`config.mk`:
```
export PLATFORM = sky130hd
export DESIGN_NAME = instr_fetch_unit
export DESIGN_NICKNAME = d
export VERILOG_FILES = /design/src/rtl/mips_pkg.sv /design/src/rtl/pc_next_logic.sv /design/src/rtl/instr_fetch_unit.sv
export SDC_FILE = /design/constraint.sdc
export NUM_CORES = 1
export LEC_CHECK = 0
export BUFFER_PORTS_ARGS = -buffer_cell sky130_fd_sc_hd__buf_2
export CORE_ASPECT_RATIO = 0.5
export CORE_UTILIZATION = 50
export CTS_CLUSTER_DIAMETER = 50
export DETAILED_ROUTE_END_ITERATION = 10
export PLACE_DENSITY = 0.79
export SLEW_MARGIN = 20
export SYNTH_ARGS = -nofsm -noshare
export SYNTH_HDL_FRONTEND = slang
export SYNTH_SLANG_ARGS = --single-unit
```
`constraint.sdc`:
```
create_clock -name clk -period 4.18 [get_ports clk]
set_input_delay 0.209 -clock clk [delete_from_list [all_inputs] [get_ports clk]]
set_output_delay 0.209 -clock clk [all_outputs]
set_load 0.02 [all_outputs]
```
`src/rtl/mips_pkg.sv`:
```
// Shared definitions for the single-issue MIPS fetch stage: word width,
// instruction field positions, fetch FSM states and next-PC helpers.
package mips_pkg;

    localparam int unsigned WORD_W   = 32;
    localparam int unsigned TARGET_W = 26;
    localparam int unsigned IMM_W    = 16;

    localparam int unsigned OP_MSB    = 31;
    localparam int unsigned OP_LSB    = 26;
    localparam int unsigned FUNCT_MSB = 5;
    localparam int unsigned FUNCT_LSB = 0;

    localparam logic [WORD_W-1:0] RESET_PC_DEFAULT = 32'h0000_0000;

    typedef enum logic [1:0] {
        S_IDLE  = 2'd0,
        S_FETCH = 2'd1,
        S_EXEC  = 2'd2
    } state_t;

    // Sign-extended word offset of a branch immediate, already scaled to bytes.
    function automatic logic [WORD_W-1:0] branch_offset(input logic [IMM_W-1:0] imm);
        return {{(WORD_W-IMM_W-2){imm[IMM_W-1]}}, imm, 2'b00};
    endfunction

    // J-type target: region bits of PC+4 spliced with the 26-bit word index.
    function automatic logic [WORD_W-1:0] jump_target(input logic [3:0]          region,
                                                      input logic [TARGET_W-1:0] target);
        return {region, target, 2'b00};
    endfunction

endpackage

```
`src/rtl/pc_next_logic.sv`:
```
// Combinational next-PC selection: jump beats taken branch beats sequential.
module pc_next_logic
    import mips_pkg::*;
(
    input  logic [WORD_W-1:0]   pc_i,
    input  logic [TARGET_W-1:0] target_i,
    input  logic                branch_i,
    input  logic                zero_i,
    input  logic                jump_i,
    output logic [WORD_W-1:0]   pc_plus4_o,
    output logic [WORD_W-1:0]   pc_next_o
);

    always_comb begin
        pc_plus4_o = pc_i + 32'd4;
        pc_next_o  = pc_plus4_o;
        if (jump_i) begin
            pc_next_o = jump_target(pc_plus4_o[WORD_W-1:WORD_W-4], target_i);
        end else if (branch_i && zero_i) begin
            pc_next_o = pc_plus4_o + branch_offset(target_i[IMM_W-1:0]);
        end
    end

endmodule

```
`src/rtl/instr_fetch_unit.sv`:
```
// Fetch stage: owns PC, fetches over a req/ack port, holds the instruction for
// the decode/commit cycle and advances PC once per committed instruction.
module instr_fetch_unit
    import mips_pkg::*;
#(
    parameter logic [WORD_W-1:0] RESET_PC = RESET_PC_DEFAULT
) (
    input  logic              clk,
    input  logic              rst_n,
    output logic              imem_req,
    output logic [WORD_W-1:0] imem_addr,
    input  logic              imem_ack,
    input  logic [WORD_W-1:0] imem_rdata,
    input  logic              stall_in,
    input  logic              Branch,
    input  logic              Zero,
    input  logic              Jump,
    output logic [WORD_W-1:0] Instr,
    output logic [5:0]        Op,
    output logic [5:0]        Funct,
    output logic              instr_valid,
    output logic [WORD_W-1:0] PC,
    output logic [WORD_W-1:0] PCPlus4,
    output logic [WORD_W-1:0] retire_cnt
);

    state_t            state_q, state_d;
    logic [WORD_W-1:0] pc_q, pc_d;
    logic [WORD_W-1:0] instr_q, instr_d;
    logic [WORD_W-1:0] retire_q, retire_d;
    logic [WORD_W-1:0] pc_next;

    pc_next_logic u_pc_next (
        .pc_i       (pc_q),
        .target_i   (instr_q[TARGET_W-1:0]),
        .branch_i   (Branch),
        .zero_i     (Zero),
        .jump_i     (Jump),
        .pc_plus4_o (PCPlus4),
        .pc_next_o  (pc_next)
    );

    always_ff @(posedge clk or negedge rst_n) begin
        if (!rst_n) begin
            state_q  <= S_IDLE;
            pc_q     <= RESET_PC;
            instr_q  <= '0;
            retire_q <= '0;
        end else begin
            state_q  <= state_d;
            pc_q     <= pc_d;
            instr_q  <= instr_d;
            retire_q <= retire_d;
        end
    end

    // imem_req/instr_valid decode straight from state so reset clears them at once.
    always_comb begin
        state_d     = state_q;
        pc_d        = pc_q;
        instr_d     = instr_q;
        retire_d    = retire_q;
        imem_req    = 1'b0;
        instr_valid = 1'b0;
        unique case (state_q)
            S_IDLE: begin
                state_d = S_FETCH;
            end
            S_FETCH: begin
                imem_req = 1'b1;
                if (imem_ack) begin
                    instr_d = imem_rdata;
                    state_d = S_EXEC;
                end
            end
            S_EXEC: begin
                instr_valid = 1'b1;
                if (!stall_in) begin
                    pc_d     = pc_next;
                    retire_d = retire_q + 32'd1;
                    state_d  = S_FETCH;
                end
            end
            default: begin
                state_d = S_IDLE;
            end
        endcase
    end

    assign imem_addr  = pc_q;
    assign PC         = pc_q;
    assign Instr      = instr_q;
    assign Op         = instr_q[OP_MSB:OP_LSB];
    assign Funct      = instr_q[FUNCT_MSB:FUNCT_LSB];
    assign retire_cnt = retire_q;

endmodule

```
# --- Word-level counts from Yosys, hierarchy flattened ---
# Cells that the tools add are included.
classes:
  eq_ne: 4
  n_mux: 7
  bitwise: 1
  n_addsub: 3
  reduce_logical: 5
op_table:
  columns: ["cell", "count"]
  rows:
  - ["32-bit two-way mux", 2]
  - ["32-bit by 1-bit adder with 32-bit output (second input constant)", 1]
  - ["32-bit by 3-bit adder with 32-bit output (second input constant)", 1]
  - ["32-bit adder", 1]
  - ["2-bit one-hot mux with 3 select lines", 1]
  - ["2-bit AND reduction", 3]
  - ["2-bit two-way mux", 2]
  - ["2-bit != test (second input constant)", 2]
  - ["2-bit by 1-bit equality test with 1-bit output (second input constant)", 1]
  - ["2-bit equality test (second input constant)", 1]
  - ["2-bit logical NOT", 1]
  - ["1-bit two-way mux", 2]
  - ["1-bit logical AND", 1]
  - ["1-bit inverter", 1]
totals:
  out_inout_bits: 174
  in_bits: 39
  regBits: 98
  elab_cells: 24

# --- Depth between registers and ports, before layout ---
# Gate-level depths: netlist of run 1.
depth:
  word_depth: 4
  mapped_depth: 16
  depth_no_buf: 16

# --- Hierarchy ---
# A second synthesis of run 1 with hierarchy kept.
hier_totals:
  cells_unflattened: 705
  area_unflattened_um2: 6871.6
by_module_without_submodules:
  columns: ["module", "cells_each", "n_inst", "area_each_um2", "seq_area_each_um2"]
  rows:
  - ["instr_fetch_unit", 316, 1, 4226.6, 2452.4]
  - ["pc_next_logic", 389, 1, 2645.0, 0.0]

# --- Least setup slack after synthesis of run 1 ---
# Ideal clock, no wire load.
synth_path:
  path_kind: "reg2reg"
  start: "register pc_q[2], in the netlist PC[2]"
  end: "register pc_q[25], in the netlist PC[25]"
  required_time_ns: 4.042
  path_buffers: 0
  t_arrival_ns: 3.897
  synth_period_minus_slack_ns: 4.035
  slack_ns: 0.145
  setup_time_ns: 0.138
  path_stages_with_launch: 16
  path_cell_list: "dfrtp_1 ha_1 nand4_1 nor4_4 nand3_1 xnor2_1 ha_1 and3_1 a221oi_1 o21ai_1 nor2b_1 a31oi_2 nand3b_1 xor2_1 a221oi_1 o22ai_1"
synth_between:
  elab_chain_cells: 4
synth_lines:
  columns: ["item", "line", "text"]
  rows:
  - ["start, declared", "instr_fetch_unit.sv:28", "logic [WORD_W-1:0] pc_q, pc_d;"]
  - ["start signal, assigned", "instr_fetch_unit.sv:51", "pc_q <= pc_d;"]
  - ["32-bit by 3-bit adder with 32-bit output", "pc_next_logic.sv:15", "pc_plus4_o = pc_i + 32'd4;"]
  - ["named net PCPlus4[18]", "instr_fetch_unit.sv:23", "output logic [WORD_W-1:0] PCPlus4,"]
  - ["32-bit adder", "pc_next_logic.sv:20", "pc_next_o = pc_plus4_o + branch_offset(target_i[IMM_W-1:0]);"]
  - ["32-bit two-way mux", "pc_next_logic.sv:19", "end else if (branch_i && zero_i) begin"]
  - ["32-bit two-way mux", "pc_next_logic.sv:17", "if (jump_i) begin"]
# The timed path passes the listed nets, and every way through them passes these cells.
# A chain may end at the register's enable or synchronous reset.

# --- Final worst setup path of run 1 ---
layout_path:
  start: "register pc_q[2], in the netlist PC[2]"
  end: "register pc_q[25], in the netlist PC[25]"
layout_between:
  elab_chain_cells: 4
layout_lines:
  columns: ["item", "line"]
  rows:
  - ["32-bit by 3-bit adder with 32-bit output *", "pc_next_logic.sv:15"]
  - ["32-bit adder", "pc_next_logic.sv:20"]
  - ["32-bit two-way mux *", "pc_next_logic.sv:19"]
  - ["32-bit two-way mux *", "pc_next_logic.sv:17"]
# Mark *: on every way between the ends. The rest lies on a longest branch, timed or not.

==> results_dict.tcl, run 1 <==
set metrics [dict create \
    clockBufferDepth 2 \
    start_kind "flop" \
    netlist_instances 737 \
    finalPower_mw 7.17 \
    clk_latency_ns 0.35 \
    grt_max_degree 58 \
    antenna_found_initial 0 \
    use_met3_pct 5.22 \
    overflow 0 \
    violations "design-rule violations" \
    synth_edf_count 0 \
    max_freq_mhz 254 \
    clock-sinks 96 \
    synth_ff_type "dfrtp_1" \
    drtIter0Drc 305 \
    cts_tree "yes" \
    hold_violations 0 \
    met1_usage_pct 33.0 \
    portBuffers 206 \
    power.leakage_nw 3.99 \
    critPathMaxFanout 7 \
    syn_area_per_cell_um2 9.13 \
    postSynth.asyncResetShare_pct 100 \
    final_cell_mix "205 x buf_2, 96 x dfrtp_1, 87 x nand2_1" \
    status "finished with violations" \
    nets 979 \
    die_h_um 84.0 \
    drc 5 \
    slew_headroom_pct 38.3 \
    finalInstanceArea_um2 7970 \
    vdd_ir_drop_max_uv 344 \
    maxCapViolCount 0 \
    drv_slew 0 \
    synthTopCellsByArea "dfrtp_1 36%, ha_1 6.9%, xnor2_1 6.6%, mux2_2 5.5%, buf_4 5.4%" \
    finalClockSkew_ns 0.0124 \
    drt_first_pass_iters 8 \
    place_congestion 0.898 \
    hpwl_mm 13.2 \
    finalSetupViolCount 0 \
    clkSlewWorstSetupHoldPaths_ns 0.08 \
    fin_crit_ns 3.94 \
    layout_commonest_cell "buf_2" \
    post_drt_wl_per_cell_um 16.5 \
    finalCritPeriodShare_pct 94.3 \
    worstPathArrival_ns 4.16 \
    hp-class "input pin to flop" \
    grtUsageMet2_pct 42.9 \
    worstSetupStartpoint "PC[2]" \
    cts_max_level 3 \
    area_growth_syn_to_layout_pct 18.4 \
    placed_area_um2 7630 \
    grt_use_total_pct 25.3 \
    hp-start "imem_rdata[7]" \
    synth_seq_cells 96 \
    end_kind "flop" \
    synth_top_area_share_pct 35.7 \
    crit_slowest_cell "dfrtp_1" \
    grt_pass1_vias 5729 \
    ant_nets 0 \
    start_util_pct 52.2 \
    clockRootBuffer "clkbuf_16" \
    busiest_layer "met2" \
    p_per_area_nw_per_um2 900 \
    slowest_delay_ns 0.45 \
    yosys_warnings 0 \
    cp_common_cell "ha_1" \
    drive_gt1_share_pct 31.5 \
    path_cells "ha_1, nand4_1, nor4_4, nand3_1, xnor2_1, ha_1, and3_1, a221oi_2, o21ai_1, nor2b_1, a31oi_2, nand3b_1, xor2_1, a221oi_1, o22ai_1" \
    utilization_pct 61.9 \
    worstReg2RegStart "PC[2]" \
    wl_mm 17.8 \
    vias_per_cell 5.59 \
    crit_type "flop to flop" \
    rows 29 \
    vias 6019 \
    multi_input_area_um2 3880 \
    yosysSeqAreaShare_pct 35.7 \
    synthDistinctLibCells 63 \
    worstMarginPinSlew_ns 0.922 \
    core_area_um2 12900 \
    seqCellArea_um2 2400 \
    antenna-diode-count 0 \
    netlist_area_um2 6730 \
    die_x_um 166 \
    fillers 1144 \
    yosys.area.top_type "dfrtp_1" \
    dieArea_um2 14000 \
    required_ns 4.40 \
    ioPinCount 213 \
    cts_made_buffers 9 \
    grt_pass1_wl_mm 28.6 \
]
-- worst max-delay path, delay by kind of cell (launching register included) --
| family | cells | cell delay, ns |
|---|---|---|
| AOI/OAI and AO/OA | 5 | 1.12 |
| DFF | 1 | 0.45 |
| and+or+nand+nor | 6 | 1.23 |
| adders and majority gates | 2 | 0.60 |
| xor gates and xnor gates | 2 | 0.40 |
-- layer usage --
metal / wire (µm) / vias to the layer above / part of all wire, %
li1: - / 2894 / -
met4: 208 / 0 / 1.2
met1: 7950 / 2918 / 45
met5: 0 / - / 0
met2: 8470 / 187 / 48
met3: 1130 / 20 / 6.3
-- area by class of cell --
| cell class | count | share of cell area, % |
|---|---|---|
| Timing Repair Buffer | 219 | 14.2 |
| Sequential cell | 96 | 30.2 |
| Clock buffer | 9 | 2.83 |
| Multi-Input combinational cell | 565 | 48.7 |
| Clock inverter | 7 | 0.911 |
| Inverter | 11 | 0.518 |
| Tap cell | 170 | 2.67 |
-- power breakdown --
| group | switching [mW] | leakage (nW) | internal [mW] |
|---|---|---|---|
| sequential | 0.422 | 1.22 | 1.24 |
| clock | 0.413 | 0.149 | 0.424 |
| combinational | 2.86 | 2.62 | 1.81 |
| total | 3.69 | 3.99 | 3.48 |
-- synthesized netlist by cell type (3+ instances only) --
library cell / count
xnor2_1: 51
nand3b_1: 4
o21bai_1: 5
o21ai_0: 36
nand2_1: 87
and2_1: 7
dfrtp_1: 96
o31ai_1: 6
nand2b_1: 5
nor2b_1: 9
a21oi_1: 41
o22ai_1: 5
nand4_1: 13
nor2_1: 42
mux2_2: 33
ha_1: 37
and4_1: 3
and3_1: 22
o21ai_1: 10
xor2_1: 30
clkbuf_1: 22
nand3_1: 29
o211ai_1: 8
inv_1: 11
nor3_1: 8
a211oi_1: 8
o211a_1: 3
nor2_2: 3
buf_4: 48
o21a_1: 4
mux2i_1: 3
a21o_1: 10
-- path summary, 6_finish.rpt --
kind / slack [ns] / cells past startpoint / end
max in group asynchronous: 2.70 / 3 / retire_cnt[15]
worst min-delay path: 0.08 / 2 / Instr[7]
min in group asynchronous: 0.46 / 2 / Instr[6]
worst min register to register: 0.49 / 1 / retire_cnt[31]
worst max register to register: 0.24 / 15 / PC[25]
worst max-delay path: 0.24 / 15 / PC[25]
-- registers in the layout, indices dropped and copies added, names as in the netlist --
name and flops:
retire_cnt 32, state_q 2, Instr 32, PC 30
-- stage by stage --
step	setup slack [ns]	hold WS (ns)	instances	setup TNS, ns
after floorplan	0.145	-0.0866	742	0
after global placement	0.364	0.328	1058	0
after detailed placement	0.157	0.338	1058	0
after CTS	0.130	0.0738	1075	0
after global routing	-0.0375	0.0752	1077	-0.0434
final	0.240	0.0842	1077	0
-- kinds of logic (layout without fill, tap and decap cells) --
| group | after synthesis | count (layout) | share of synthesized area [%] |
|---|---|---|---|
| XOR/XNOR | 81 | 81 | 10.5 |
| AO/OA/AOI/OAI | 158 | 158 | 15.1 |
| other | 1 | 6 | 0.0557 |
| flip-flops | 96 | 96 | 35.7 |
| multiplexers | 36 | 36 | 5.97 |
| buffers and inverters | 81 | 246 | 7.20 |
| adder cells (fa/ha/maj) | 38 | 38 | 7.18 |
| AND/OR/NAND/NOR | 246 | 246 | 18.3 |
-- what timing repair did --
item | in CTS | in global routing
resized for setup | 0 | 3
buffers inserted | 0 | 2
endpoints found under the setup margin | 0 | 9
hold buffers | 1 | 0
endpoints found under the hold margin | 56 | 0
Note: power is estimated with default switching activity, not from simulation.
==> run 2: changes to the inputs <==
REMOVE_ABC_BUFFERS = 1   (was default)
==> run 2 against run 1 <==
  * The flow still finishes with violations (design-rule violations)
  * Clock power rose by 0.5%
  * Cell area about the same
  * Flip-flop and latch count did not move
  * Power down 0.44%
  * Hold slack worse by 0.080 ns
  * Via count down 0.20%
  * Highest routed layer unchanged
==> results_dict.tcl, run 2 (same netlist as run 1, synthesis figures left out) <==
set metrics [dict create \
    status "finished with violations" \
    violations "design-rule violations" \
    fin_crit_ns 3.98 \
    clock-sinks 96 \
    place_ws_ns 0.250 \
    internal-power_mw 3.47 \
    clk_latency_ns 0.35 \
    crit_type "flop to flop" \
    grt_pass1_wl_mm 28.2 \
    grt_use_total_pct 24.8 \
    layout_commonest_cell "buf_2" \
    ant_nets 0 \
    area_growth_syn_to_layout_pct 18.5 \
    die_x_um 166 \
    end_kind "flop" \
    p_clk_share_pct 11.8 \
    power.leakage_nw 4.00 \
    post_drt_wl_per_cell_um 16.1 \
    max_freq_mhz 251 \
    worstPathArrival_ns 4.18 \
    finalCritPeriodShare_pct 95.2 \
    place_congestion 0.932 \
    crit_slowest_cell "dfrtp_1" \
    drt_first_pass_iters 8 \
    rows 29 \
    vdd_ir_drop_max_uv 307 \
    placed_area_um2 7630 \
    utilization_pct 61.9 \
    finalInstanceArea_um2 7970 \
    path_cells "ha_1, nand4_1, nor4_4, buf_4, xor2_1, ha_1, and3_1, a221oi_1, o21ai_1, nor2b_1, a31oi_2, nand3b_1, xor2_1, a221oi_1, o22ai_1" \
    worstMarginPinSlew_ns 0.938 \
    cts_max_level 3 \
    drc 6 \
    clockBufferDepth 2 \
    slowest_delay_ns 0.42 \
    finalClockSkew_ns 0.00767 \
    antenna-diode-count 0 \
    dieArea_um2 14000 \
    sequentialPowerShare_pct 23.4 \
    vias_per_cell 5.59 \
    drive_gt1_share_pct 31.7 \
    power_frac_comb_pct 64.8 \
    start_kind "flop" \
    wl_mm 17.3 \
    finalSetupViolCount 0 \
    hpwl_mm 13.1 \
    start_util_pct 52.2 \
    maxCapViolCount 0 \
    p_sw_share_pct 51.4 \
    p_sw_mw 3.67 \
    hold_violations 0 \
    p_per_area_nw_per_um2 895 \
    grt_max_degree 76 \
    clockRootBuffer "clkbuf_16" \
    nets 977 \
    timing.final.ws_setup_ns 0.200 \
    required_ns 4.38 \
    portBuffers 206 \
    cts_made_buffers 9 \
    drv_slew 0 \
    slew_headroom_pct 37.5 \
    cts_tree "yes" \
    holdWs_ns 0.00468 \
    fillers 1087 \
    ioPinCount 213 \
    die_h_um 84.0 \
    core_area_um2 12900 \
    grt_pass1_vias 5638 \
    hp-class "input pin to asynchronous set/reset pin" \
    critPathMaxFanout 6 \
    clkSlewWorstSetupHoldPaths_ns 0.08 \
    overflow 0 \
    drtIter0Drc 384 \
    tns_ns 0 \
    vias 6007 \
    antenna_found_initial 0 \
    final_cell_mix "205 x buf_2, 96 x dfrtp_1, 87 x nand2_1" \
]
## run 2: cell count changes in the layout (fill, tap and decap cells not counted), sizes merged
cell	change
buf	-1
dlygate4sd3	-1
## run 2: per-stage QoR
stage,instances,power (mW)
floorplan,672,4.90
global placement,1058,6.13
detailed placement,1058,6.23
CTS,1074,7.10
global route,1075,7.64
finish,1075,7.14
## run 2: power groups by stage
stage	Combinational (mW)	Clock, mW	Sequential, mW
after floorplan	2.65	0	2.25
after global placement	4.48	0	1.65
after detailed placement	4.56	0	1.67
after CTS	4.59	0.854	1.66
after global routing	5.03	0.895	1.72
final	4.63	0.842	1.67
## run 2: per-layer routing
| metal | track usage, % | share of wire, % | wire length (µm) |
|---|---|---|---|
| met1 | 32.1 | 43 | 7420 |
| met2 | 42.7 | 49 | 8470 |
| met3 | 4.84 | 6.6 | 1140 |
| met4 | 6.46 | 1.6 | 284 |
| met5 | 0 | 0 | 0 |
## run 2: worst paths after layout
kind | endpoint | cells after the start | slack, ns | from
max in group asynchronous | PC[25] | 2 | 3.29 | rst_n
worst max register to register | PC[25] | 15 | 0.20 | PC[3]
min in group clk | Instr[0] | 2 | 0.09 | imem_rdata[0]
worst max-delay path | PC[25] | 15 | 0.20 | PC[3]
worst min-delay path | Instr[27] | 1 | 0.005 | rst_n
worst min register to register | retire_cnt[31] | 1 | 0.47 | retire_cnt[31]
## run 2: area by class of cell
type,count,area [µm²],area share [%]
Clock buffer,9,225,2.82
Clock inverter,7,81.3,1.02
Inverter,11,41.3,0.518
Multi-Input combinational cell,565,3890,48.8
Sequential cell,96,2400,30.1
Tap cell,170,213,2.67
Timing Repair Buffer,217,1120,14.0
## run 2: timing repair
item                                   in CTS  in global routing
hold buffers                                0                  0
gates resized for setup                     0                  6
endpoints found under the hold margin       0                  0
setup endpoints to repair                   0                  3
setup buffers                               0                  1
## run 2: critical path: cells and delay by family (launching register included)
family	cells	cell delay, ns
xor gates and xnor gates	2	0.42
and+or+nand+nor	5	1.07
buffers and inverters	1	0.18
DFF	1	0.42
AOI/OAI and AO/OA	5	1.18
adders and majority gates	2	0.58
==> run 3: changes to the inputs <==
GPL_TIMING_DRIVEN = 0   (was default)
==> run 3 against run 2 <==
  * The run still ends with design-rule violations left
  * Sequential share of layout area decreased by 0.14 points
  * Non-clock buffer count decreased by 4
  * Fmax about the same
  * Via count increased by 0.52%
  * Clock power increased by 0.5%
  * Power increased by 0.12%
  * Cell area increased by 0.52%
  * Combinational power decreased by 0.9%
  * Sequential power increased by 2%
  * Die area unchanged
==> results_dict.tcl, run 3 (same netlist as run 1, synthesis figures left out) <==
set metrics [dict create \
    placed_area_um2 7640 \
    clk_latency_ns 0.35 \
    finalCritPeriodShare_pct 95.2 \
    grt_use_total_pct 25.1 \
    nets 973 \
    drive_gt1_share_pct 31.5 \
    clock-sinks 96 \
    grt_pass1_vias 5864 \
    dieArea_um2 14000 \
    finalInstanceArea_um2 8020 \
    path_cells "ha_1, nand4_1, buf_4, nor4_4, buf_4, and2_1, nand2_1, xnor2_1, ha_1, a21oi_1, o21ai_1, nor2b_1, a31oi_2, nand3b_1, xor2_1, a221oi_1, o22ai_1" \
    worstMarginPinSlew_ns 0.921 \
    rows 29 \
    hp-class "input pin to flop" \
    m1WireLength_mm 7.43 \
    place_congestion 0.910 \
    die_x_um 166 \
    crit_type "flop to flop" \
    grt_pass1_wl_mm 28.7 \
    fin_cells 1071 \
    overflow 0 \
    cts_tree "yes" \
    violations "design-rule violations" \
    status "finished with violations" \
    maxCapViolCount 0 \
    start_util_pct 52.2 \
    start_kind "flop" \
    hpwl_mm 13.0 \
    worstPathArrival_ns 4.20 \
    layout_commonest_cell "buf_2" \
    antenna_found_initial 0 \
    final_cell_mix "205 x buf_2, 95 x dfrtp_1, 86 x nand2_1" \
    dp.cells 1052 \
    power.leakage_nw 4.01 \
    drtIter0Drc 414 \
    ioPinCount 213 \
    area_growth_syn_to_layout_pct 19.1 \
    p_per_area_nw_per_um2 892 \
    top_layer "met4" \
    vdd_ir_drop_max_uv 356 \
    drt_first_pass_iters 8 \
    die_h_um 84.0 \
    grt_max_degree 70 \
    max_freq_mhz 251 \
    wl_met3_um 986 \
    drv_slew 0 \
    vias_per_cell 5.64 \
    clockBufferDepth 2 \
    clkSlewWorstSetupHoldPaths_ns 0.08 \
    wl_mm 17.4 \
    end_kind "flop" \
    crit_slowest_cell "dfrtp_1" \
    portBuffers 206 \
    post_drt_wl_per_cell_um 16.3 \
    critPathMaxFanout 9 \
    antenna-diode-count 0 \
    slew_headroom_pct 38.6 \
    cts_max_level 3 \
    vias 6038 \
    rsz0062_at_grt "false" \
    fin_crit_ns 3.98 \
    finalSetupViolCount 0 \
    utilization_pct 62.2 \
    holdWs_ns 0.0831 \
    slowest_delay_ns 0.45 \
    ant_nets 0 \
    clockRootBuffer "clkbuf_16" \
    finalClockSkew_ns 0.00926 \
    cts_made_buffers 9 \
    core_area_um2 12900 \
    dr_wl_met2_mm 8.79 \
    hold_violations 0 \
    drc 6 \
    required_ns 4.40 \
]
-- run 3: final timing paths --
path,depth (start not counted),end,startpoint,slack (ns)
min reg2reg,1,retire_cnt[31],retire_cnt[31],0.48
min,2,Instr[7],imem_rdata[7],0.08
max in group asynchronous,3,PC[2],rst_n,3.25
min in group asynchronous,2,retire_cnt[6],rst_n,0.28
max,17,PC[25],PC[3],0.20
max reg2reg,17,PC[25],PC[3],0.20
-- run 3: layout make-up --
cell class / instances / area [µm²]
Tap cell: 170 / 213
Clock buffer: 9 / 225
Multi-Input combinational cell: 565 / 3910
Clock inverter: 7 / 81.3
Sequential cell: 96 / 2400
Inverter: 11 / 41.3
Fill cell: 1109 / 4870
Timing Repair Buffer: 213 / 1140
-- run 3: worst max-delay path, delay by kind of cell, from the launching register on --
| kind | cells | cell delay, ns |
|---|---|---|
| adder cells (fa/ha/maj) | 2 | 0.65 |
| buffers and inverters | 2 | 0.37 |
| XOR/XNOR | 2 | 0.46 |
| AND/OR/NAND/NOR | 6 | 0.89 |
| flip-flops | 1 | 0.45 |
| AO/OA/AOI/OAI | 5 | 1.05 |
-- run 3: report_power, final --
group | internal [mW] | switching, mW | total, mW | leakage [nW]
Clock | 0.428 | 0.417 | 0.846 | 0.150
Combinational | 1.81 | 2.78 | 4.59 | 2.64
Sequential | 1.24 | 0.466 | 1.71 | 1.22
Total | 3.48 | 3.67 | 7.15 | 4.01
-- run 3: what timing repair did --
item,4_1_cts,5_1_grt
endpoints found under the setup margin,5,11
resized for setup,0,7
pin swaps,1,0
hold buffers,1,0
hold endpoints to repair,27,0
setup buffers,2,0
-- run 3: routing by layer --
layer	GRT usage (%)	up-vias
li1	-	2888
met1	32.1	2933
met2	44.4	199
met3	3.79	18
met4	6.88	0
met5	0	-
-- run 3: stage by stage --
step	setup TNS (ns)	power, mW	setup slack [ns]
2_1_floorplan	-0.0754	4.90	-0.0452
3_3_place_gp	-0.317	6.07	-0.156
3_5_place_dp	-0.269	6.22	-0.139
4_1_cts	0	7.10	0.0862
5_1_grt	0	7.67	0.00173
6_report	0	7.15	0.202
